File: src/rtl/game_pkg.sv
// Shared game definitions: grid-dimension lookup, cell index type and the
// reveal sequencer state encoding.
package game_pkg;

  typedef logic [4:0] idx_t;

  typedef enum logic [2:0] {
    ST_IDLE,
    ST_REQ,
    ST_WAIT,
    ST_SHOW,
    ST_GAP,
    ST_ADV,
    ST_DONE
  } reveal_state_t;

  function automatic idx_t level_dim(input logic [1:0] level);
    case (level)
      2'd1:    return 5'd8;
      2'd2:    return 5'd16;
      2'd3:    return 5'd24;
      default: return 5'd0;
    endcase
  endfunction

endpackage

File: src/rtl/edge_detector.sv
// Registered rising-edge detector with asynchronous active-low reset;
// the pulse appears one cycle after the input rises.
module edge_detector (
  input  logic clk,
  input  logic rst_n,
  input  logic sig,
  output logic rise
);

  logic sig_q;

  always_ff @(posedge clk or negedge rst_n) begin
    if (!rst_n) begin
      sig_q <= 1'b0;
      rise  <= 1'b0;
    end else begin
      sig_q <= sig;
      rise  <= sig & ~sig_q;
    end
  end

endmodule

File: src/rtl/mine_reveal_seq.sv
// After a lost game, scans the mine map in raster order and shows each mine
// (index + explode) for a fixed number of video frames, one mine at a time.
module mine_reveal_seq
  import game_pkg::*;
#(
  parameter int FRAMES_PER_MINE = 15
) (
  input  logic       clk,
  input  logic       rst_n,
  input  logic [1:0] level,
  input  logic       start,
  input  logic       abort,
  input  logic       vblnk,
  output logic       map_rd_en,
  output logic [4:0] map_x,
  output logic [4:0] map_y,
  input  logic       map_mine,
  output logic [4:0] mine_ind_x,
  output logic [4:0] mine_ind_y,
  output logic       explode,
  output logic       busy,
  output logic       done
);

  localparam logic [7:0] FPM = FRAMES_PER_MINE[7:0];

  reveal_state_t state, state_next;
  idx_t          cur_x, cur_y, cur_x_next, cur_y_next;
  idx_t          ind_x_next, ind_y_next;
  idx_t          dim;
  logic [1:0]    lvl_q, lvl_next;
  logic [7:0]    frame_cnt, cnt_next;
  logic          vblnk_rise;
  logic          start_ok;

  edge_detector u_vblnk_edge (
    .clk   (clk),
    .rst_n (rst_n),
    .sig   (vblnk),
    .rise  (vblnk_rise)
  );

  always_ff @(posedge clk or negedge rst_n) begin
    if (!rst_n) state <= ST_IDLE;
    else        state <= state_next;
  end

  always_comb begin
    state_next = state;
    cur_x_next = cur_x;
    cur_y_next = cur_y;
    lvl_next   = lvl_q;
    cnt_next   = frame_cnt;
    ind_x_next = mine_ind_x;
    ind_y_next = mine_ind_y;
    dim        = level_dim(lvl_q);
    start_ok   = start && (level != 2'd0);

    if (abort) begin
      state_next = ST_IDLE;
      cur_x_next = '0;
      cur_y_next = '0;
      ind_x_next = '0;
      ind_y_next = '0;
      cnt_next   = '0;
    end else begin
      case (state)
        ST_IDLE, ST_DONE: begin
          if (start_ok) begin
            state_next = ST_REQ;
            cur_x_next = 5'd1;
            cur_y_next = 5'd1;
            lvl_next   = level;
          end
        end
        ST_REQ: state_next = ST_WAIT;
        ST_WAIT: begin
          if (map_mine) begin
            state_next = ST_SHOW;
            ind_x_next = cur_x;
            ind_y_next = cur_y;
            cnt_next   = '0;
          end else begin
            state_next = ST_ADV;
          end
        end
        // Frame ticks outside SHOW never reach the counter.
        ST_SHOW: begin
          if (vblnk_rise) begin
            if (frame_cnt != 8'hFF) cnt_next = frame_cnt + 8'd1;
            if (cnt_next >= FPM) state_next = ST_GAP;
          end
        end
        ST_GAP: state_next = ST_ADV;
        ST_ADV: begin
          if (cur_x == dim && cur_y == dim) begin
            state_next = ST_DONE;
          end else if (cur_x == dim) begin
            cur_x_next = 5'd1;
            cur_y_next = cur_y + 5'd1;
            state_next = ST_REQ;
          end else begin
            cur_x_next = cur_x + 5'd1;
            state_next = ST_REQ;
          end
        end
        default: state_next = ST_IDLE;
      endcase
    end
  end

  // Outputs are decoded from the next state so they change on the same edge
  // as the state they describe.
  always_ff @(posedge clk or negedge rst_n) begin
    if (!rst_n) begin
      cur_x      <= '0;
      cur_y      <= '0;
      lvl_q      <= '0;
      frame_cnt  <= '0;
      mine_ind_x <= '0;
      mine_ind_y <= '0;
      map_rd_en  <= 1'b0;
      explode    <= 1'b0;
      busy       <= 1'b0;
      done       <= 1'b0;
    end else begin
      cur_x      <= cur_x_next;
      cur_y      <= cur_y_next;
      lvl_q      <= lvl_next;
      frame_cnt  <= cnt_next;
      mine_ind_x <= ind_x_next;
      mine_ind_y <= ind_y_next;
      map_rd_en  <= (state_next == ST_REQ);
      explode    <= (state_next == ST_SHOW);
      busy       <= (state_next != ST_IDLE) && (state_next != ST_DONE);
      done       <= (state_next == ST_DONE);
    end
  end

  assign map_x = cur_x;
  assign map_y = cur_y;

endmodule

File: config.mk
export PLATFORM = sky130hd
export DESIGN_NAME = mine_reveal_seq
export DESIGN_NICKNAME = d
export VERILOG_FILES = /design/src/rtl/game_pkg.sv /design/src/rtl/edge_detector.sv /design/src/rtl/mine_reveal_seq.sv
export SDC_FILE = /design/constraint.sdc
export NUM_CORES = 1
export LEC_CHECK = 0
export ABC_AREA = 1
export BUFFER_PORTS_ARGS = -buffer_cell sky130_fd_sc_hd__buf_2
export CELL_PAD_IN_SITES_DETAIL_PLACEMENT = 0
export CELL_PAD_IN_SITES_GLOBAL_PLACEMENT = 1
export CORE_MARGIN = 1
export CORE_UTILIZATION = 41
export DETAILED_ROUTE_END_ITERATION = 16
export PLACE_DENSITY = 0.86
export SYNTH_ARGS = -nofsm -noshare
export SYNTH_HDL_FRONTEND = slang
export SYNTH_HIERARCHICAL = 1
export SYNTH_SLANG_ARGS = --single-unit
File: constraint.sdc
create_clock -name clk -period 2 [get_ports clk]
set_input_delay 0.3 -clock clk [delete_from_list [all_inputs] [get_ports clk]]
set_output_delay 0.3 -clock clk [all_outputs]
set_load 0.01 [all_outputs]
; ---- Yosys cells after proc, flatten, opt, wreduce, memory -nomap -nowiden
; Cells that the tools add are included.
[word_totals]
register_bits = 39
input_bits = 8
output_inout_bits = 24
wordCells = 88
[op_classes]
add_sub_neg = 3
magnitude_cmp = 1
n_eq_ne = 21
n_mux = 31
bitwise = 3
n_reduce_logical = 16
[op_table]
columns = cell, count
row1 = 2-to-1 mux 5 bit, 13
row2 = 2-to-1 mux 8 bit, 7
row3 = case mux 5 bit (2 select lines), 2
row4 = 2-to-1 mux 3 bit, 6
row5 = case mux 3 bit (6 select lines), 1
row6 = case mux 8 bit (2 select lines), 1
row7 = "!= test 3 bit, second input constant", 5
row8 = case mux 5 bit (3 select lines), 1
row9 = "equality test 3 bit, second input constant", 4
row10 = "adder 5 x 1 -> 5 bit, second input constant", 2
row11 = equality test 5 bit, 2
row12 = "equality test 3 x 2 -> 1 bit, second input constant", 3
row13 = AND reduction 3 bit, 3
row14 = nonzero test 3 bit, 3
row15 = "adder 8 x 1 -> 8 bit, second input constant", 1
row16 = "greater-or-equal comparator 8 x 4 -> 1 bit, second input constant", 1
row17 = "!= test 8 bit, second input constant", 1
row18 = "equality test 3 x 1 -> 1 bit, second input constant", 2
row19 = nonzero test 2 bit, 3
row20 = "equality test 2 bit, second input constant", 2
row21 = AND reduction 4 bit, 1
row22 = logical AND 1 bit, 3
row23 = zero test 3 bit, 1
row24 = "!= test 3 x 2 -> 1 bit, second input constant", 1
row25 = other kinds (5), 6

; ---- Logic depth before layout (Yosys ltp)
; Gate-level depths: netlist of the first run.
[depth]
ltp_word = 12
depth_mapped = 16
ltp_nobuf = 16

; ---- Cells and area by module
; The synthesis of the first run kept the hierarchy.
[modules_own_cells]
columns = mod, n_inst, cells_per_inst, area_per_inst_um2, seq_area_each_um2
row1 = mine_reveal_seq, 1, 266, 2073.2, 925.9
row2 = edge_detector, 1, 4, 60.1, 50.0

; ---- Least setup slack after synthesis of the first run
; Ideal clock, no wire load.
[synth_timing]
path_kind = register -> register
startpoint = register cur_x[0] (netlist: map_x[0])
endpoint = register cur_y[4] (netlist: map_y[4])
setup_ns = 0.127
t_arrival_ns = 1.620
t_required_ns = 1.873
slack_ns = 0.253
stages_incl_launch_ff = 12
n_path_buf = 0
synth_period_minus_slack_ns = 1.747
cell_sequence = dfrtp_1 > inv_1 > ha_1 > nand3_1 > nor3_2 > nand3_1 > o21ai_2 > nand2_2 > nand2_2 > inv_2 > nand3_1 > o21ai_0
[synth_via]
elab_chain_cells = 4
elab_cells_between_ends = 5
classes_between = eq/ne (3) / reduce/logical (2)
[synth_lines]
columns = element, line
row1 = start: declaration, mine_reveal_seq.sv:28  ; idx_t cur_x, cur_y, cur_x_next, cur_y_next;
row2 = start signal: assignment, mine_reveal_seq.sv:127  ; cur_x <= cur_x_next;
row3 = equality test 5 bit (*), "mine_reveal_seq.sv:96, mine_reveal_seq.sv:98"
row4 = logical AND 1 bit, mine_reveal_seq.sv:96  ; if (cur_x == dim && cur_y == dim) begin
row5 = != test 3 bit (no source line), n/a
row6 = AND reduction 4 bit (no source line) (*), n/a
row7 = end signal: assignment, mine_reveal_seq.sv:128  ; cur_y <= cur_y_next;
row8 = end: declaration, mine_reveal_seq.sv:28
; Mark *: on every way between the ends. The rest lies on a longest branch, timed or not.
; A chain may end at the register's enable or synchronous reset.

; ---- Worst setup path in the final report of the first run
[layout_timing]
startpoint = register frame_cnt[1]
endpoint = register busy
[layout_via]
elab_chain_cells = 12
elab_cells_between_ends = 14
classes_between = add/sub (1) / order compare (1) / eq/ne (2) / mux (8) / reduce/logical (2)
[layout_lines]
columns = element, line
row1 = start: declaration, mine_reveal_seq.sv:32  ; logic [7:0] frame_cnt, cnt_next;
row2 = start signal: assignment, mine_reveal_seq.sv:130  ; frame_cnt <= cnt_next;
row3 = adder 8 x 1 -> 8 bit / != test 8 bit (equally long branches), mine_reveal_seq.sv:90  ; if (frame_cnt != 8'hFF) cnt_next = frame_cnt + 8'd1;
row4 = 2-to-1 mux 8 bit (*), mine_reveal_seq.sv:90
row5 = 2-to-1 mux 8 bit (*), mine_reveal_seq.sv:89  ; if (vblnk_rise) begin
row6 = 2-to-1 mux 8 bit (*), mine_reveal_seq.sv:67  ; case (state)
row7 = 2-to-1 mux 8 bit (*), mine_reveal_seq.sv:59  ; if (abort) begin
row8 = greater-or-equal comparator 8 x 4 -> 1 bit (*), mine_reveal_seq.sv:91  ; if (cnt_next >= FPM) state_next = ST_GAP;
row9 = 2-to-1 mux 3 bit (*), mine_reveal_seq.sv:91
row10 = 2-to-1 mux 3 bit (*), mine_reveal_seq.sv:89
row11 = case mux 3 bit (6 select lines) (*), mine_reveal_seq.sv:67
row12 = 2-to-1 mux 3 bit (*), mine_reveal_seq.sv:59
row13 = != test 3 bit / nonzero test 3 bit (equally long branches), mine_reveal_seq.sv:135  ; busy <= (state_next != ST_IDLE) && (state_next != ST_DONE);
row14 = logical AND 1 bit (*), mine_reveal_seq.sv:135
row15 = end signal: assignment, mine_reveal_seq.sv:135
row16 = end: declaration, mine_reveal_seq.sv:21  ; output logic busy,
; Mark *: on every way between the ends. The rest lies on a longest branch, timed or not. The select of a mux whose other input is x is not followed.

==> results of run 1 <==
==> timing repair <==
action / in CTS / in global routing
buffers inserted: 0 / 11
hold buffers: 0 / 0
pin swaps: 0 / 10
resized for setup: 1 / 16
endpoints found under the setup margin: 4 / 11
==> through the flow <==
step | setup slack, ns | total power, mW | hold WS [ns] | setup TNS, ns
3_3_place_gp | 0.0376 | 1.69 | 0.378 | 0
3_5_place_dp | -0.0251 | 1.70 | 0.386 | -0.0700
5_1_grt | -0.0240 | 2.45 | 0.111 | -0.0388
2_1_floorplan | 0.253 | 1.46 | 0.00441 | 0
4_1_cts | 0.0137 | 2.21 | 0.0767 | 0
6_report | 0.121 | 2.29 | 0.0623 | 0
==> sequential cells by signal, indices dropped and copies added, names as in the netlist <==
name,cells
u_vblnk_edge/rise,1
explode,1
done,1
busy,1
mine_ind_x,5
frame_cnt,8
map_x,5
state,3
map_y,5
map_rd_en,1
mine_ind_y,5
lvl_q,2
u_vblnk_edge/sig_q,1
==> metal layers <==
| layer | global-route usage | up-vias |
|---|---|---|
| met3 | 0.0339 | 2 |
| met4 | 0.0470 | 0 |
| met1 | 0.250 | 908 |
| li1 | - | 1003 |
| met2 | 0.314 | 33 |
| met5 | 0 | - |
==> worst paths after layout <==
kind	cells after the start	slack [ns]	to	start
worst max register to register	16	0.12	busy	frame_cnt[1]
worst min-delay path	2	0.06	mine_ind_x[4]	rst_n
max in group asynchronous	2	1.56	frame_cnt[0]	rst_n
min in group clk	1	0.14	u_vblnk_edge/sig_q	vblnk
worst max-delay path	16	0.12	busy	frame_cnt[1]
worst min register to register	1	0.41	u_vblnk_edge/rise	u_vblnk_edge/sig_q
==> area by class of cell <==
cell class,count,area [sq um]
Clock buffer,7,76.3
Sequential cell,39,978
Tap cell,67,83.8
Multi-Input combinational cell,187,1050
Timing Repair Buffer,51,305
Fill cell,456,2190
Clock inverter,1,5.00
Inverter,42,158
==> kinds of logic after synthesis <==
logic type                 share of synthesized area
and+or+nand+nor                                0.291
adders and majority gates                     0.0293
AOI/OAI and AO/OA                              0.131
DFF                                            0.457
muxes                                        0.00528
buffers and inverters                         0.0774
xor gates and xnor gates                     0.00821
==> power by group through the flow <==
stage,clock [mW],combinational (mW),sequential [mW]
after floorplan,0,0.466,0.998
after global placement,0,0.708,0.985
after detailed placement,0,0.715,0.987
after CTS,0.518,0.724,0.973
after global routing,0.541,0.926,0.981
final,0.501,0.816,0.975
==> cells in the final DEF, fill, tap and decap left out, types with 4 or more instances in the layout <==
master    count
nor2_1       21
nand2_2      10
nand3_1      32
inv_1        36
a21oi_1       9
buf_4        20
o22ai_1       7
nor2_4        4
nand2_1      45
ha_1          4
buf_2        31
o21ai_0      25
inv_2         4
clkbuf_8      5
dfrtp_1      37
nand2_4       4
nor3_1        4
==> critical path, delay by kind of cell, from the launching register on <==
| family | cells | cell delay [ns] |
|---|---|---|
| AND/OR/NAND/NOR | 15 | 1.13 |
| flip-flops | 1 | 0.44 |
| adder cells (fa/ha/maj) | 1 | 0.19 |
==> results_dict.tcl, run 1 <==
set metrics [dict create \
    max_slew_margin 0.671 \
    dp_hpwl_um 3600 \
    insertion_delay_ns 0.28 \
    required_ns 2.17 \
    grt.overflow.total 0 \
    clock_skew_ns 0.00746 \
    cts_sinks 39 \
    outcome "finished, final reports clean" \
    chipHeight_um 74.1 \
    post-route-util 0.548 \
    die-area_sq_mm 0.00550 \
    routabilityCongestion 0.836 \
    ir_worst_vdd_mv 0.671 \
    yosys.cell_count.top_type "nand2_1" \
    placed_area_sq_mm 0.00243 \
    yosys-top-cells-area "dfrtp_1 (46%), nand2_1 (8.4%), nand3_1 (7.7%)" \
    critPathKind "reg -> reg" \
    finalSetupViolCount 0 \
    syn_inst 270 \
    synth_common_cells "nand2_1 (48), dfrtp_1 (39), inv_1 (38), nand3_1 (33), o21ai_0 (25)" \
    period_needed_ns 1.88 \
    start_kind "register" \
    drt-initial-drc-count 86 \
    dr_wl_met3_um 132 \
    grt_pass1_vias 1723 \
    synth-edff-count 0 \
    intPower_mw 1.45 \
    ant_nets 0 \
    cts_tree "yes" \
    slew_violations 0 \
    n_antenna_cell 0 \
    endpoint_kind "register" \
    switchingPower_uw 839 \
    syn_nets 283 \
    path_clk_slew_ns 0.08 \
    hp-class "in -> async" \
    via_count 1946 \
    antenna_found_initial 0 \
    finalInstanceArea_sq_mm 0.00266 \
    arrival_ns 2.05 \
    grt_pass1_wl_um 7820 \
    power_frac_seq 0.425 \
    grtUsageTotal 0.187 \
    initial_utilization 0.440 \
    pwr_density_cell_mw_per_mm2 862 \
    critPathMaxFanout 8 \
    synth_seq_area_share 0.457 \
    cts-root-buf "clkbuf_8" \
    wl_met1_um 2370 \
    routed_wl_um 4940 \
    drive_gt1_frac 0.284 \
    timing.fmax_mhz 532 \
    wl_per_cell_um 12.5 \
    tightest_slew_ns 0.494 \
    wl_met2_um 2420 \
    top_layer "met4" \
    ioPinCount 32 \
    hold_viol 0 \
    dr.pass1.iters 4 \
    path_cells "ha_4, nand2_4, nor2_4, nand2_4, nand2_2, nand2_2, nor2_1, nand2_1, nand3_2, nand2_2, nand2_2, nand2_2, nand2_2, nand2_1, nand2_1, nand2_1" \
    ys_seq_elements 39 \
    crit_top_cell "nand2_2" \
    power.share.clock 0.219 \
    h-tree-depth 2 \
    syn2layout_area_growth_pct 24.6 \
    synth_area_leader_cell "dfrtp_1" \
    core_sq_mm 0.00485 \
    yosys_warnings 6 \
    cpPeakStageDelay_ns 0.44 \
    comb_power_share 0.356 \
    cts_inserted_buffers 5 \
    cts_buffer_depth 2 \
    syn_avg_cell_area_sq_um 7.90 \
    finalCritPeriodShare 0.940 \
    critPathSlowestCell "dfrtp_1" \
    num_rows 25 \
    fp.dieW_um 74.1 \
    stdcell_count 394 \
    max_cap_violations 0 \
    vias_per_cell 4.94 \
    synth_cell_types 31 \
    place_inst 375 \
    netlist_area_sq_mm 0.00213 \
    drc 0 \
    grt_max_degree 40 \
    port_buffers 31 \
    synth_top_cell_area_share 0.457 \
    async_reset_ff_frac 1.00 \
    switching_share 0.366 \
    synth-main-ff-cell "dfrtp_1" \
    nets 339 \
    power.leakage_nw 1.32 \
]
(Power assumes the default switching activity.)
==> run 2, diff against run 1 <==
- PLACE_DENSITY: 0.86 -> 0.82
==> run 2 against run 1 <==
Against the previous run:
- fmax decreased by 2.5%
- hold slack worse by 0.016 ns
- clock skew increased by 0.00058 ns
- critical path depth down 2
- critical endpoint is now map_rd_en
- via count rose by 1.8%
- critical path type unchanged
==> results_dict.tcl, run 2 (synthesis gave the netlist of run 1 again) <==
set metrics [dict create \
    placed_area_sq_mm 0.00246 \
    wl_per_cell_um 13.2 \
    pwr_density_cell_mw_per_mm2 923 \
    power_frac_seq 0.396 \
    cts_inserted_buffers 5 \
    cts_tree "yes" \
    dr.pass1.iters 6 \
    post-route-util 0.548 \
    dr_wl_met3_um 225 \
    arrival_ns 2.14 \
    outcome "finished, final reports clean" \
    ioPinCount 32 \
    grt.overflow.total 0 \
    stdcell_count 393 \
    intPower_mw 1.57 \
    period_needed_ns 1.93 \
    regMostFlops "frame_cnt" \
    switchingPower_uw 887 \
    drive_gt1_frac 0.273 \
    comb_power_share 0.329 \
    port_buffers 31 \
    hp-class "in -> async" \
    regArea_sq_um 976 \
    power.leakage_nw 1.34 \
    drc 0 \
    fp.dieW_um 74.1 \
    wl_met2_um 2650 \
    wl_met1_um 2250 \
    chipHeight_um 74.1 \
    max_cap_violations 0 \
    max_slew_margin 0.666 \
    antenna_found_initial 0 \
    hold_viol 0 \
    slew_violations 0 \
    switching_share 0.361 \
    grt_pass1_wl_um 8320 \
    die-area_sq_mm 0.00550 \
    timing.fmax_mhz 519 \
    vias_per_cell 5.04 \
    num-fill-cells 478 \
    place_inst 379 \
    clock_skew_ns 0.00804 \
    whs_ns 0.0461 \
    cts_buffer_depth 2 \
    start_kind "register" \
    ant_nets 0 \
    n_antenna_cell 0 \
    ir_worst_vdd_mv 0.597 \
    critPathKind "reg -> reg" \
    finalInstanceArea_sq_mm 0.00266 \
    finalCritPeriodShare 0.964 \
    syn2layout_area_growth_pct 24.6 \
    tightest_slew_ns 0.502 \
    cts-root-buf "clkbuf_8" \
    top_layer "met4" \
    postCtsHoldBufs 0 \
    dp_hpwl_um 3740 \
    finalSetupViolCount 0 \
    via_count 1982 \
    largest_reg_flops 8 \
    pre_cts_ws_ns 0.0552 \
    layout_commonest_cell "nand2_1" \
    required_ns 2.21 \
    grtUsageTotal 0.202 \
    critPathMaxFanout 5 \
    multi_input_area_sq_mm 0.00103 \
    insertion_delay_ns 0.30 \
    cts_sinks 39 \
    drt-initial-drc-count 100 \
    setup_slack_ns 0.0721 \
    initial_utilization 0.440 \
    final_cell_mix "nand2_1 (47), dfrtp_1 (39), inv_1 (37), nand3_1 (32), buf_2 (31)" \
    nets 338 \
    grt_pass1_vias 1863 \
    num_rows 25 \
    routed_wl_um 5200 \
    core_sq_mm 0.00485 \
    path_clk_slew_ns 0.09 \
    h-tree-depth 2 \
    power_mw 2.45 \
    grt_max_degree 40 \
    setup_tns_ns 0 \
    power.share.clock 0.275 \
    routabilityCongestion 0.871 \
    endpoint_kind "register" \
]
-- run 2: path summary, 6_finish.rpt --
check | startpoint | endpoint | slack (ns) | cells past startpoint
max in group asynchronous | rst_n | map_y[4] | 1.60 | 2
worst min-delay path | rst_n | frame_cnt[2] | 0.05 | 2
min in group clk | vblnk | u_vblnk_edge/sig_q | 0.12 | 1
worst min register to register | u_vblnk_edge/sig_q | u_vblnk_edge/rise | 0.42 | 1
worst max register to register | frame_cnt[1] | map_rd_en | 0.07 | 14
worst max-delay path | frame_cnt[1] | map_rd_en | 0.07 | 14
-- run 2: final cells by class --
class	instances	share of cell area
multi-input cells	187	0.388
flip-flops and latches	39	0.367
repair buffers	50	0.112
inverters	42	0.0593
well taps	67	0.0315
clock buffers	5	0.0259
clock inverters	3	0.0165
-- run 2: repair_timing --
item	CTS	global route
setup buffers	0	6
resized for setup	0	12
endpoints found under the setup margin	0	7
-- run 2: worst max-delay path, stage by stage, from the launching register on --
cell and delay (ns):
dfrtp_1 0.36, ha_2 0.21, nand2_4 0.07, nor2_4 0.17
nand2_4 0.08, nand2_1 0.10, nand2_2 0.07, nor2_2 0.10
nand2_1 0.06, nand3_2 0.07, nand2_1 0.06, nand2_2 0.10
nand2_2 0.07, buf_4 0.14, nor3_1 0.17
-- run 2: routing by layer --
metal  GRT usage  vias up
li1            -     1002
met1       0.248      932
met2       0.341       41
met3      0.0488        7
met4      0.0791        0
met5           0        -
-- run 2: power groups by stage --
stage	Combinational (mW)	Sequential, mW	Clock [mW]
6_report	0.807	0.973	0.674
3_3_place_gp	0.728	0.987	0
3_5_place_dp	0.738	0.984	0
2_1_floorplan	0.466	0.998	0
5_1_grt	0.914	0.985	0.717
4_1_cts	0.745	0.971	0.684
